--- config.mk ---
export PLATFORM = sky130hd
export DESIGN_NAME = puf_resp_collector
export DESIGN_NICKNAME = d
export VERILOG_FILES = /design/src/rtl/puf_pkg.sv /design/src/rtl/puf_majority_voter.sv /design/src/rtl/puf_resp_collector.sv
export SDC_FILE = /design/constraint.sdc
export NUM_CORES = 1
export LEC_CHECK = 0
export BUFFER_PORTS_ARGS = -buffer_cell sky130_fd_sc_hd__buf_2
export CAP_MARGIN = 20
export CORE_MARGIN = 2
export CORE_UTILIZATION = 40
export DETAILED_ROUTE_END_ITERATION = 16
export PLACE_DENSITY = 0.73
export SKIP_CTS_REPAIR_TIMING = 1
export SYNTH_ARGS = -nofsm -noshare
export SYNTH_HDL_FRONTEND = slang
export SYNTH_SLANG_ARGS = --single-unit
--- constraint.sdc ---
create_clock -name clk -period 1.8 [get_ports clk]
set_input_delay 0.09 -clock clk [delete_from_list [all_inputs] [get_ports clk]]
set_output_delay 0.09 -clock clk [all_outputs]
set_load 0.05 [all_outputs]
--- src/rtl/puf_pkg.sv ---
// Shared definitions for the arbiter-PUF response collector: FSM state encoding
// and the vote-count limit.
package puf_pkg;

  typedef enum logic [1:0] {
    ST_IDLE  = 2'd0,
    ST_WAIT  = 2'd1,
    ST_REARM = 2'd2,
    ST_DONE  = 2'd3
  } puf_state_e;

  localparam int PUF_MAX_VOTES = 15;

  function automatic bit puf_votes_ok(input int votes);
    return (votes >= 1) && (votes <= PUF_MAX_VOTES) && ((votes % 2) == 1);
  endfunction

endpackage

--- src/rtl/puf_majority_voter.sv ---
// Temporal majority voter: counts the arbiter decisions of one response bit and
// reports the voted bit and whether every evaluation agreed.
module puf_majority_voter
  import puf_pkg::*;
#(
  parameter int VOTES = 1
) (
  input  logic clk,
  input  logic rst,
  input  logic i_clear,
  input  logic i_record,
  input  logic i_result,
  output logic o_last,
  output logic o_bit,
  output logic o_stable
);

  localparam int CW = $clog2(VOTES + 1);
  localparam logic [CW-1:0] LAST_IDX = CW'(VOTES - 1);
  localparam logic [CW-1:0] HALF     = CW'(VOTES / 2);
  localparam logic [CW-1:0] ALL      = CW'(VOTES);

  if (!puf_votes_ok(VOTES)) begin : g_bad_votes
    $error("puf_majority_voter: VOTES must be odd and within 1..15");
  end

  logic [CW-1:0] r_vote_idx;
  logic [CW-1:0] r_ones_cnt;
  logic [CW-1:0] w_ones_incl;

  // Decision includes the vote being recorded this cycle.
  assign w_ones_incl = r_ones_cnt + CW'(i_result);
  assign o_last      = (r_vote_idx == LAST_IDX);
  assign o_bit       = (w_ones_incl > HALF);
  assign o_stable    = (w_ones_incl == '0) || (w_ones_incl == ALL);

  always_ff @(posedge clk or posedge rst) begin
    if (rst) begin
      r_vote_idx <= '0;
      r_ones_cnt <= '0;
    end else if (i_clear) begin
      r_vote_idx <= '0;
      r_ones_cnt <= '0;
    end else if (i_record) begin
      if (o_last) begin
        r_vote_idx <= '0;
        r_ones_cnt <= '0;
      end else begin
        r_vote_idx <= r_vote_idx + 1'b1;
        r_ones_cnt <= w_ones_incl;
      end
    end
  end

endmodule

--- src/rtl/puf_resp_collector.sv ---
// Arbiter-PUF response collector: sequences arbiter re-arming, majority-votes each
// bit, shifts the result into the response and hands it off via valid/ack.
module puf_resp_collector
  import puf_pkg::*;
#(
  parameter int RESP_WIDTH = 8,
  parameter int VOTES      = 1,
  parameter int MSB_FIRST  = 1
) (
  input  logic                  clk,
  input  logic                  rst,
  input  logic                  start,
  input  logic                  arbiter_result,
  input  logic                  arbiter_done,
  output logic                  arb_rst,
  output logic                  busy,
  output logic [RESP_WIDTH-1:0] response,
  output logic [RESP_WIDTH-1:0] stable_mask,
  output logic                  resp_valid,
  input  logic                  resp_ack
);

  localparam int BW = $clog2(RESP_WIDTH);
  localparam logic [BW-1:0] LAST_BIT = BW'(RESP_WIDTH - 1);

  if (RESP_WIDTH < 2 || RESP_WIDTH > 64) begin : g_bad_width
    $error("puf_resp_collector: RESP_WIDTH must be within 2..64");
  end

  puf_state_e            r_state;
  puf_state_e            w_state_nxt;
  logic [BW-1:0]         r_bit_idx;
  logic [RESP_WIDTH-1:0] r_response;
  logic [RESP_WIDTH-1:0] r_stable_mask;
  logic                  r_resp_valid;
  logic                  r_busy;
  logic                  r_arb_rst;
  logic                  w_clear;
  logic                  w_record;
  logic                  w_shift;
  logic                  w_last_vote;
  logic                  w_bit;
  logic                  w_stable;

  function automatic logic [RESP_WIDTH-1:0] shift_in(input logic [RESP_WIDTH-1:0] cur,
                                                     input logic                  b);
    if (MSB_FIRST != 0) return {cur[RESP_WIDTH-2:0], b};
    else                return {b, cur[RESP_WIDTH-1:1]};
  endfunction

  puf_majority_voter #(
    .VOTES(VOTES)
  ) u_voter (
    .clk     (clk),
    .rst     (rst),
    .i_clear (w_clear),
    .i_record(w_record),
    .i_result(arbiter_result),
    .o_last  (w_last_vote),
    .o_bit   (w_bit),
    .o_stable(w_stable)
  );

  assign w_shift = w_record & w_last_vote;

  always_comb begin
    w_state_nxt = r_state;
    w_clear     = 1'b0;
    w_record    = 1'b0;
    case (r_state)
      ST_IDLE: begin
        if (start) begin
          w_state_nxt = ST_WAIT;
          w_clear     = 1'b1;
        end
      end
      ST_WAIT: begin
        if (arbiter_done) begin
          w_record    = 1'b1;
          w_state_nxt = (w_last_vote && (r_bit_idx == LAST_BIT)) ? ST_DONE : ST_REARM;
        end
      end
      ST_REARM: w_state_nxt = ST_WAIT;
      ST_DONE: begin
        // Ack together with start restarts without passing through IDLE.
        if (resp_ack) begin
          if (start) begin
            w_state_nxt = ST_WAIT;
            w_clear     = 1'b1;
          end else begin
            w_state_nxt = ST_IDLE;
          end
        end
      end
      default: w_state_nxt = ST_IDLE;
    endcase
  end

  // Outputs are registered from the next state so they line up with the state register.
  always_ff @(posedge clk or posedge rst) begin
    if (rst) begin
      r_state      <= ST_IDLE;
      r_arb_rst    <= 1'b1;
      r_busy       <= 1'b0;
      r_resp_valid <= 1'b0;
    end else begin
      r_state      <= w_state_nxt;
      r_arb_rst    <= (w_state_nxt != ST_WAIT);
      r_busy       <= (w_state_nxt == ST_WAIT) || (w_state_nxt == ST_REARM);
      r_resp_valid <= (w_state_nxt == ST_DONE);
    end
  end

  always_ff @(posedge clk or posedge rst) begin
    if (rst) begin
      r_bit_idx     <= '0;
      r_response    <= '0;
      r_stable_mask <= '0;
    end else if (w_clear) begin
      r_bit_idx     <= '0;
      r_response    <= '0;
      r_stable_mask <= '0;
    end else if (w_shift) begin
      r_response    <= shift_in(r_response, w_bit);
      r_stable_mask <= shift_in(r_stable_mask, w_stable);
      if (r_bit_idx != LAST_BIT) r_bit_idx <= r_bit_idx + 1'b1;
    end
  end

  assign arb_rst     = r_arb_rst;
  assign busy        = r_busy;
  assign resp_valid  = r_resp_valid;
  assign response    = r_response;
  assign stable_mask = r_stable_mask;

endmodule

* Word-level counts from Yosys, hierarchy flattened
Cells that the tools add are included.
** Word-level totals
- Bits in registers :: 26
- Input bits :: 6
- Output and inout bits :: 19
- Logic and storage cells :: 55
** Operators by class
- $add $sub $neg :: 3
- Magnitude comparators :: 1
- Equal/unequal tests :: 9
- Muxes and demuxes :: 24
- Bitwise logic cells :: 2
- Reductions and logical operators :: 7
** Operators with widths (number)
- $mux W8 :: 4
- $mux W1 :: 12
- $mux W3 :: 3
- $eq A2 B2 Y1 const B :: 4
- $pmux W2 S4 :: 1
- $mux W2 :: 3
- $reduce_bool A2 Y1 :: 3
- $eq A2 B1 Y1 const B :: 2
- $add A3 B1 Y3 const B :: 1
- $eq A3 B3 Y1 const B :: 1
- $ne A3 B3 Y1 const B :: 1
- $logic_not A2 Y1 :: 1
- $ne A2 B1 Y1 const B :: 1
- $pmux W1 S2 :: 1
- $reduce_and A2 Y1 :: 1
- $add A1 B1 Y1 :: 1
- $add A1 B1 Y1 const B :: 1
- $and A1 B1 Y1 :: 1
- $gt A1 B1 Y1 const B :: 1
- $logic_and A1 B1 Y1 :: 1
- $logic_or A1 B1 Y1 :: 1
- $not A1 Y1 :: 1

* Longest topological paths before layout
- Depth in word-level cells :: 7
- Gate-level depth with buffers :: 8

* Cells and area by module
Synthesis repeated with hierarchy kept, for this count alone.
** Second synthesis, totals
- Cells, all modules :: 125
- Area total of the unflattened synthesis :: 1156.1 um2
** By module, submodules not included
- puf_resp_collector :: times used 1, cells each 121, area each 1129.8 um2, sequential area each 601.8 um2
- puf_majority_voter :: times used 1, cells each 4, area each 26.3 um2, sequential area each 0.0 um2

* Worst setup path after synthesis
Ideal clock, no wire load.
- Path kind :: register to register
- From :: register r_state[1]
- To :: register r_busy (netlist: busy)
- Library setup time :: 113 ps
- Arrival :: 1542 ps
- Required time :: 1687 ps
- Setup slack :: 146 ps
- Stages on the path, launching flop included :: 9
- Path buffers :: 1
- Clock period less this slack :: 1654 ps
- Cell sequence :: dfrtp_1 inv_1 ha_1 and2_1 buf_4 a32oi_2 a32oi_1 ha_1 inv_1
** Between the ends
- Word-level cells in the longest chain between the ends :: 4
** RTL lines
- start, declared :: line puf_resp_collector.sv:30 : puf_state_e r_state;
- start signal, assigned :: line puf_resp_collector.sv:107 : r_state <= w_state_nxt;
- $eq A2 B2 Y1 (tied with other cells) :: line puf_resp_collector.sv:70 : case (r_state)
- $pmux W2 S4 (*) :: line puf_resp_collector.sv:70
- $eq A2 B1 Y1 or $eq A2 B2 Y1 (tied branches) :: line puf_resp_collector.sv:109 : r_busy <= (w_state_nxt == ST_WAIT) || (w_state_nxt == ST_REARM);
- $logic_or A1 B1 Y1 (*) :: line puf_resp_collector.sv:109
- end signal, assigned :: line puf_resp_collector.sv:109
- end, declared :: line puf_resp_collector.sv:36 : logic r_busy;
Every way passes the cells marked *; elsewhere a longest branch is shown, timed or not.
A chain may end at the register's enable or synchronous reset.

* Worst setup path after layout
- From :: register r_state[0]
- To :: register r_busy (netlist: busy)
The elaborated chain is that of the path after synthesis.

==> impl_metrics.tcl <==
set metrics [dict create \
    synth_cells 115 \
    critPathRequiredTime_ns 2.03 \
    numCtsBuffers 3 \
    vdd.ir_drop.worst_mv 1.26 \
    place.gp.congestion 0.862 \
    synth-edff-count 0 \
    p_leak_nw 0.700 \
    fin_area_um2 1380 \
    grt_pass1_vias 893 \
    finClkSkew_ns 0.00500 \
    clockRootBuffer "clkbuf_4" \
    path_clk_slew_ns 0.13 \
    maxSlewViolCount 0 \
    placed_area_um2 1290 \
    cts_sinks 24 \
    wl_per_cell_um 12.5 \
    vias_per_cell 5.19 \
    core.rowCount 19 \
    grt_max_degree 25 \
    grt_setup_unrepaired "no" \
    detailed_place_hpwl_um 1600 \
    area_growth_pct 22.6 \
    wirelength_um 2220 \
    hold_class "in2reg" \
    crit_fanout 6 \
    cts_tree "yes" \
    drt_iter0_markers 26 \
    start_util_pct 41.4 \
    finalSetupTns_ns 0 \
    die_width_um 57.0 \
    ys_async_sr_fraction_pct 100 \
    grt_pass1_wl_um 3880 \
    ys.flop_type "dfrtp_1" \
    period_share_pct 92.7 \
    ys_types 20 \
    first_pass_iters 4 \
    die_h_um 57.0 \
    holdWs_ns 0.168 \
    syn_area_um2 1120 \
    clk_latency_ns 0.32 \
    drive_above_1_share_pct 26.5 \
    yosys_warnings 0 \
    fillers 264 \
    yosysTopAreaCell "dfrtp_1" \
    outcome "finished clean" \
    grt_antenna_before_repair 0 \
    end_kind "flip-flop" \
    synth_seq_cells 24 \
    port_buffers 24 \
    max_cap_violations 0 \
    synth_most_common_cell "nand2_1" \
    overflow 0 \
    core-area_um2 2710 \
    dieArea_um2 3250 \
    cts_max_level 1 \
    diodes 0 \
    synthDominantCellAreaShare_pct 51.3 \
    min_period_ns 1.67 \
    netlist_top_cells_count "nand2_1 (33), dfrtp_1 (23), a21oi_1 (18), ha_1 (8), nor2_1 (7)" \
    io_pins 25 \
    clock_path_buffers 2 \
    power.density_nw_per_um2 1970 \
    path_class "reg2reg" \
    final_nets 162 \
    route.detailed.drc 0 \
    max_freq_ghz 0.600 \
    ant_nets 0 \
    grt_usage_pct 15.2 \
    syn_nets 129 \
    setup_viol 0 \
    avgSynthCellArea_um2 9.76 \
    synth_top_cells_by_area "dfrtp_1 (51%), nand2_1 (11%), ha_1 (8.9%)" \
    critPathLaunchType "flip-flop" \
    hold_viol_final 0 \
    arrival_ns 1.90 \
    max-slew-margin-rel_pct 79.8 \
    ys_seq_area_share_pct 53.6 \
    tightestPinTransition_ns 0.304 \
    vias 924 \
]
-- per-stage QoR --
| stage | util (%) | total power, mW | setup WS [ns] | std cells |
|---|---|---|---|---|
| after floorplan | - | 1.99 | 0.146 | 115 |
| after global placement | 47.7 | 2.27 | 0.225 | 171 |
| after detailed placement | 47.7 | 2.33 | 0.140 | 171 |
| after CTS | 49.7 | 2.73 | 0.112 | 175 |
| after global routing | 50.8 | 2.91 | 0.00841 | 178 |
| final | 50.8 | 2.71 | 0.132 | 178 |
-- layout make-up --
type | count | area (um^2) | area share (%)
Clock buffer | 3 | 22.5 | 1.64
Clock inverter | 1 | 30.0 | 2.18
Inverter | 6 | 22.5 | 1.64
Multi-Input combinational cell | 81 | 475 | 34.5
Sequential cell | 24 | 602 | 43.7
Tap cell | 31 | 38.8 | 2.82
Timing Repair Buffer | 32 | 185 | 13.5
-- cell usage in the layout, fill, tap and decap left out, types with 3 or more instances in the layout --
cell type,instances
inv_1,6
buf_4,6
ha_1,8
buf_2,24
clkbuf_4,3
a21oi_1,18
nand2_1,33
nor2_1,7
dfrtp_1,23
-- logic make-up (layout without fill, tap and decap cells) --
group	after synthesis	in the layout	share of synthesized area (%)
AOI/OAI and AO/OA	26	26	14.5
adders and majority gates	8	8	8.92
xor gates and xnor gates	1	1	0.781
DFF	24	24	53.6
buffers and inverters	10	42	4.24
and+or+nand+nor	46	46	18.0
-- sequential cells by signal, summed over array words and instances (netlist names) --
name         flops
resp_valid       1
arb_rst          1
r_state          2
busy             1
stable_mask      8
r_bit_idx        3
response         8
-- worst max-delay path: stages, from the launching register on --
cell	delay [ns]
dfrtp_1	0.45
inv_1	0.13
ha_1	0.30
nand3b_1	0.12
o21a_1	0.13
o31a_1	0.13
ha_1	0.29
inv_1	0.03
-- power breakdown --
group          internal, mW  total, mW  switching, mW
Clock                 0.225      0.390          0.165
Combinational         0.414       1.45           1.03
Sequential            0.748      0.877          0.128
Total                  1.39       2.71           1.32
-- final timing paths --
check,from,endpoint,slack [ns],cells after the start
max,r_state[0],busy,0.13,7
min,start,r_state[0],0.17,3
max reg2reg,r_state[0],busy,0.13,7
min reg2reg,stable_mask[7],stable_mask[7],0.53,2
max in group asynchronous,rst,arb_rst,1.16,4
min in group asynchronous,rst,stable_mask[7],0.35,4
-- layer usage --
| layer | track usage (%) | share of wire (%) | wire (um) | up-vias |
|---|---|---|---|---|
| li1 | - | - | - | 443 |
| met1 | 20.4 | 45 | 1010 | 450 |
| met2 | 24.1 | 48 | 1060 | 27 |
| met3 | 4.99 | 5.9 | 132 | 4 |
| met4 | 2.99 | 0.81 | 18 | 0 |
| met5 | 0 | 0 | 0 | - |
Note: power is estimated with default switching activity, not from simulation.
